--- config.mk ---
export PLATFORM = sky130hd
export DESIGN_NAME = fetch_stage
export DESIGN_NICKNAME = d
export VERILOG_FILES = /design/src/rtl/fetch_stage.sv
export SDC_FILE = /design/constraint.sdc
export NUM_CORES = 1
export LEC_CHECK = 0
export BUFFER_PORTS_ARGS = -buffer_cell sky130_fd_sc_hd__clkbuf_2
export CAP_MARGIN = 20
export CORE_MARGIN = 3
export CORE_UTILIZATION = 45
export CTS_BUF_LIST = sky130_fd_sc_hd__clkbuf_16
export DETAILED_ROUTE_END_ITERATION = 8
export PLACE_DENSITY = 0.7
export SLEW_MARGIN = 20
export SYNTH_ARGS = -nofsm -noshare
export SYNTH_HDL_FRONTEND = slang
export SYNTH_SLANG_ARGS = --single-unit
--- constraint.sdc ---
create_clock -name clk -period 2.2 [get_ports clk]
set_input_delay 0.33 -clock clk [delete_from_list [all_inputs] [get_ports clk]]
set_output_delay 0.33 -clock clk [all_outputs]
set_load 0.01 [all_outputs]
--- src/rtl/fetch_stage.sv ---
// fetch_stage: instruction fetch front end feeding the decode (ID) registers.
//   Issues one outstanding request at a time to instruction memory, loads
//   returned words into ID, parks a word in a one-entry buffer when decode
//   stalls, and drains any in-flight request after a redirect.
// Ports:
//   clk, rst          clock; asynchronous active-low reset
//   imem_req/addr     request to instruction memory (held until imem_ack)
//   imem_ack/rdata    memory response for the current request
//   stall             decode cannot accept; ID outputs hold
//   flush/redirect_pc branch/jump redirect; kills ID and in-flight fetch
//   id_valid/pc/instr ID stage payload
//   id_imm/ext_type   immediate field and extender type, decoded from id_instr
module fetch_stage #(
  parameter logic [31:0] RESET_PC = 32'h0000_0000
) (
  input  logic        clk,
  input  logic        rst,
  output logic        imem_req,
  output logic [31:0] imem_addr,
  input  logic        imem_ack,
  input  logic [31:0] imem_rdata,
  input  logic        stall,
  input  logic        flush,
  input  logic [31:0] redirect_pc,
  output logic        id_valid,
  output logic [31:0] id_pc,
  output logic [31:0] id_instr,
  output logic [15:0] id_imm,
  output logic [1:0]  id_ext_type
);

  localparam logic [31:0] PC0 = RESET_PC & 32'hFFFF_FFFC;

  typedef enum logic [1:0] {IDLE, FETCH, HOLD, DRAIN} state_t;
  typedef struct packed {
    logic [31:0] pc;
    logic [31:0] instr;
  } fword_t;

  state_t      state;
  logic [31:0] pc;
  fword_t      buf_q;   // valid exactly while in HOLD
  fword_t      id_q;

  logic [31:0] pc_inc;
  logic [31:0] redir;
  logic        load;

  assign pc_inc = pc + 32'd4;               // wraps modulo 2^32
  assign redir  = redirect_pc & 32'hFFFF_FFFC;
  assign load   = !id_valid || !stall;

  always_ff @(posedge clk or negedge rst) begin
    if (!rst) begin
      state     <= IDLE;
      pc        <= PC0;
      imem_req  <= 1'b0;
      imem_addr <= PC0;
      id_valid  <= 1'b0;
      id_q      <= '0;
      buf_q     <= '0;
    end else begin
      // Decode consumes the current word whenever it is not stalled; any
      // load below overrides this with a fresh valid word.
      if (!stall) id_valid <= 1'b0;

      if (flush) begin
        id_valid <= 1'b0;
        pc       <= redir;
        case (state)
          FETCH, DRAIN: begin
            if (imem_ack) begin
              // Returned word belongs to the old path: drop it.
              state     <= FETCH;
              imem_req  <= 1'b1;
              imem_addr <= redir;
            end else begin
              // Request cannot be withdrawn; keep old address until ack.
              state <= DRAIN;
            end
          end
          default: begin
            state     <= FETCH;
            imem_req  <= 1'b1;
            imem_addr <= redir;
          end
        endcase
      end else begin
        case (state)
          IDLE: begin
            state     <= FETCH;
            imem_req  <= 1'b1;
            imem_addr <= pc;
          end
          FETCH: begin
            if (imem_ack) begin
              pc        <= pc_inc;
              imem_addr <= pc_inc;
              if (load) begin
                id_q     <= '{pc: pc, instr: imem_rdata};
                id_valid <= 1'b1;
              end else begin
                buf_q    <= '{pc: pc, instr: imem_rdata};
                state    <= HOLD;
                imem_req <= 1'b0;
              end
            end
          end
          HOLD: begin
            if (!stall) begin
              id_q      <= buf_q;
              id_valid  <= 1'b1;
              state     <= FETCH;
              imem_req  <= 1'b1;
              imem_addr <= pc;
            end
          end
          DRAIN: begin
            if (imem_ack) begin
              state     <= FETCH;
              imem_addr <= pc;
            end
          end
          default: state <= IDLE;
        endcase
      end
    end
  end

  assign id_pc       = id_q.pc;
  assign id_instr    = id_q.instr;
  assign id_imm      = id_q.instr[15:0];
  // ANDI/ORI/XORI take a zero-extended immediate; everything else signed.
  assign id_ext_type = (id_q.instr[31:26] == 6'h0C || id_q.instr[31:26] == 6'h0D ||
                        id_q.instr[31:26] == 6'h0E) ? 2'b11 : 2'b00;

endmodule

==> qor.json <==
{
  "outcome": "completed",
  "cap_violations": 0,
  "ios": 185,
  "nNetsFinal": 1114,
  "route.detailed.drc": 0,
  "rows": 51,
  "critical_path_class": "flip-flop to flip-flop",
  "clock_tree.buffer_depth": 2,
  "route.vias.total": 7234,
  "synth.yosys.seq_area_share_pct": 50.9,
  "netlist.area_leader.share_pct": 50.9,
  "ff2ff_setup_slack_ns": 0.10,
  "final.setup.tns_ns": 0,
  "endpoint_kind": "flip-flop",
  "design_area_mm2": 0.0112,
  "wl_per_cell_um": 18.0,
  "num_antenna_cells": 0,
  "globalRoute.totalOverflow": 0,
  "final-setup-viol-count": 0,
  "first_global_vias": 7131,
  "min_delay_worst_endpoint": "pc[25]$_DFFE_PN0N_",
  "ctsHtreeMaxLevel": 4,
  "cts.sink_count": 189,
  "detailedPlacementHpwl_um": 16200,
  "rsz0062_at_grt": "yes",
  "worstPathMaxFanout": 35,
  "synth.top_cells.by_count": "189 x sky130_fd_sc_hd__dfrtp_1, 98 x sky130_fd_sc_hd__nor2_1, 83 x sky130_fd_sc_hd__a21oi_1",
  "design.die.area_mm2": 0.0224,
  "post_synth_num_cell_types": 62,
  "avg_cell_area_syn_um2": 10.6,
  "design_power_total_mw": 13.3,
  "critPathRequiredTime_ns": 2.52,
  "maxClockFrequency_ghz": 0.476,
  "synth_async_sr_flop_share_pct": 100,
  "ir_drop_mv": 0.594,
  "utilization_pct": 56.4,
  "antenna_found_initial": 0,
  "width_of_the_chip_um": 150,
  "port-buffer-count": 180,
  "r2r_end": "id_pc[20]$_DFFE_PN0P_",
  "worst_pin_slew_ns": 0.634,
  "drt_wl_total_um": 23800,
  "core_mm2": 0.0198,
  "synth_enable_flop_cells": 0,
  "static-leakage-power_nw": 4.91,
  "gp_congestion": 0.876,
  "cts_made_buffers": 17,
  "synthFlopType": "sky130_fd_sc_hd__dfrtp_1",
  "clk_latency_ns": 0.43,
  "number_of_instances_in_the_synthesized_netlist": 877,
  "synth_area_mm2": 0.00929,
  "maximum_number_of_pins_on_one_net_before_global_route_repair": 71,
  "vias_per_cell": 5.49,
  "layout-drive-gt1-share_pct": 33.5,
  "powerDensity_mw_per_mm2": 1190,
  "synth.most_common_cell": "sky130_fd_sc_hd__dfrtp_1",
  "path_clk_slew_ns": 0.08,
  "cp.arrival_ns": 2.42,
  "hold_violations": 0,
  "worst_r2r_path_depth": 10,
  "whs_path_depth": 3,
  "worst_hold_path_type": "input pin to flip-flop",
  "worst_slew_margin_rel_pct": 57.6,
  "initial_core_util_pct": 46.8,
  "synth-warning-count": 0,
  "fin_crit_sh_pct": 95.4,
  "clock_skew_ns": 0.0124,
  "grt_first_pass_wirelength_um": 37000,
  "timing.critical_path.from_type": "flip-flop",
  "synth_seq_cells": 189,
  "dp_slack_ns": -0.0270,
  "critical_path.reg2reg.startpoint": "state[1]$_DFFE_PN0P_",
  "fillCellCount": 1730,
  "tritoncts_clock_tree": "done",
  "cts_root_buffer": "sky130_fd_sc_hd__clkbuf_16",
  "post_dp_cell_area_mm2": 0.0105,
  "die_height_um": 150,
  "final_antenna_net_count": 0,
  "yosys-top-cells-area": "sky130_fd_sc_hd__dfrtp_1 51%, sky130_fd_sc_hd__mux2_2 8.1%, sky130_fd_sc_hd__mux2i_1 7.0%",
  "fin_ws_ns": 0.100,
  "detailedRoute.firstPassIterationCount": 5,
  "synth.largest_area_cell": "sky130_fd_sc_hd__dfrtp_1",
  "finalWorstPathRequiredPeriod_ns": 2.10,
  "overall_routing_resource_usage_pct": 20.9,
  "hp-start": "redirect_pc[25]",
  "slew_viol_final": 0,
  "syn_to_final_growth_pct": 20.4,
  "drt_iter0_drc": 421
}
## worst max-delay path, cell delays in order, from the launching register on
cell and delay, ns:
sky130_fd_sc_hd__dfrtp_1 0.43, sky130_fd_sc_hd__inv_1 0.10, sky130_fd_sc_hd__ha_2 0.23, sky130_fd_sc_hd__and2_4 0.17, sky130_fd_sc_hd__buf_4 0.16, sky130_fd_sc_hd__a22oi_1 0.26, sky130_fd_sc_hd__nor2_4 0.09, sky130_fd_sc_hd__buf_4 0.15
sky130_fd_sc_hd__clkbuf_16 0.20, sky130_fd_sc_hd__nor2_1 0.11, sky130_fd_sc_hd__a21oi_1 0.05
## registers in the layout, summed over array words and instances, names as in the netlist
| register | flops |
|---|---|
| id_valid | 1 |
| imem_addr | 31 |
| imem_req | 1 |
| id_instr | 32 |
| id_pc | 30 |
| buf_q | 62 |
| state | 2 |
| pc | 30 |
## layout by cell type, fill, tap and decap left out, types with 3 or more instances in the layout
cell type,n
sky130_fd_sc_hd__a221o_1,3
sky130_fd_sc_hd__o211ai_1,3
sky130_fd_sc_hd__mux2_2,67
sky130_fd_sc_hd__a21oi_1,83
sky130_fd_sc_hd__inv_8,4
sky130_fd_sc_hd__mux2_1,5
sky130_fd_sc_hd__ha_1,3
sky130_fd_sc_hd__nand4_1,16
sky130_fd_sc_hd__nor2_1,96
sky130_fd_sc_hd__xnor2_1,28
sky130_fd_sc_hd__and4_1,4
sky130_fd_sc_hd__and3_1,8
sky130_fd_sc_hd__nand2_1,47
sky130_fd_sc_hd__a221oi_1,3
sky130_fd_sc_hd__a22oi_1,5
sky130_fd_sc_hd__mux2i_1,65
sky130_fd_sc_hd__clkbuf_2,179
sky130_fd_sc_hd__o22ai_1,4
sky130_fd_sc_hd__inv_6,3
sky130_fd_sc_hd__or3_1,7
sky130_fd_sc_hd__nor4_1,5
sky130_fd_sc_hd__inv_1,4
sky130_fd_sc_hd__clkbuf_16,19
sky130_fd_sc_hd__xor2_1,19
sky130_fd_sc_hd__o31a_1,3
sky130_fd_sc_hd__nor3_1,7
sky130_fd_sc_hd__buf_12,7
sky130_fd_sc_hd__nand3_1,20
sky130_fd_sc_hd__nor2_2,3
sky130_fd_sc_hd__o21ai_0,35
sky130_fd_sc_hd__o21ai_1,7
sky130_fd_sc_hd__clkinvlp_4,5
sky130_fd_sc_hd__o31ai_1,4
sky130_fd_sc_hd__buf_4,45
sky130_fd_sc_hd__dfrtp_1,189
## worst max path at each step
stage,startpoint,to,slack (ns),depth (start not counted)
global placement,state[0]$_DFFE_PN0P_,imem_addr[11]$_DFFE_PN0P_,0.07,7
floorplan,state[1]$_DFFE_PN0P_,buf_q[37]$_DFFE_PN0P_,0.15,9
finish,state[1]$_DFFE_PN0P_,id_pc[20]$_DFFE_PN0P_,0.10,10
detailed placement,state[0]$_DFFE_PN0P_,imem_addr[11]$_DFFE_PN0P_,-0.03,7
CTS,state[1]$_DFFE_PN0P_,imem_addr[3]$_DFFE_PN0P_,0.02,6
global route,state[0]$_DFFE_PN0P_,id_instr[16]$_DFFE_PN0P_,0.000009,10
## routing by layer
| layer | GRT usage, % | up-vias | wire [um] |
|---|---|---|---|
| met5 | 0 | - | 0 |
| met4 | 5.95 | 0 | 325 |
| met3 | 3.69 | 25 | 1400 |
| met2 | 34.5 | 249 | 11400 |
| met1 | 28.5 | 3577 | 10700 |
| li1 | - | 3383 | - |
## logic make-up after synthesis
family,after synthesis,synth area share [%]
xor+xnor,47,4.43
flops,189,50.9
simple gates,230,11.7
buf+inv,98,5.70
fa+ha+maj,5,0.673
mux,137,15.7
other cells,1,0.0404
compound gates,170,10.8
## area by class of cell
cell class                      count  area (um^2)  area share [%]
Clock inverter                     15          153            1.36
Clock buffer                       17          425            3.80
Timing Repair Buffer              235         1450            12.9
Tap cell                          265          332            2.96
Sequential cell                   189         4730            42.3
Inverter                            6         22.5           0.201
Multi-Input combinational cell    591         4080            36.5
## report_power, final
group | leakage [nW] | internal (mW) | total (mW) | switching (mW)
Sequential | 2.27 | 4.79 | 5.65 | 0.859
Clock | 0.270 | 1.60 | 3.03 | 1.43
Combinational | 2.37 | 2.08 | 4.63 | 2.55
Total | 4.91 | 8.48 | 13.3 | 4.84
## timing repair
action | CTS | global route
setup endpoints to repair | 3 | 128
hold buffers | 1 | 0
gates resized for setup | 1 | 5
cloned | 0 | 2
pin swaps | 0 | 2
hold endpoints to repair | 56 | 0
buffers inserted | 0 | 3
## stage by stage
| stage | cells | hold slack [ns] |
|---|---|---|
| 2_1_floorplan | 878 | 0.0344 |
| 3_3_place_gp | 1280 | 0.368 |
| 3_5_place_dp | 1280 | 0.365 |
| 5_1_grt | 1318 | 0.130 |
| 4_1_cts | 1313 | 0.118 |
| 6_report | 1318 | 0.129 |
Power figures use the tool's default switching activity.
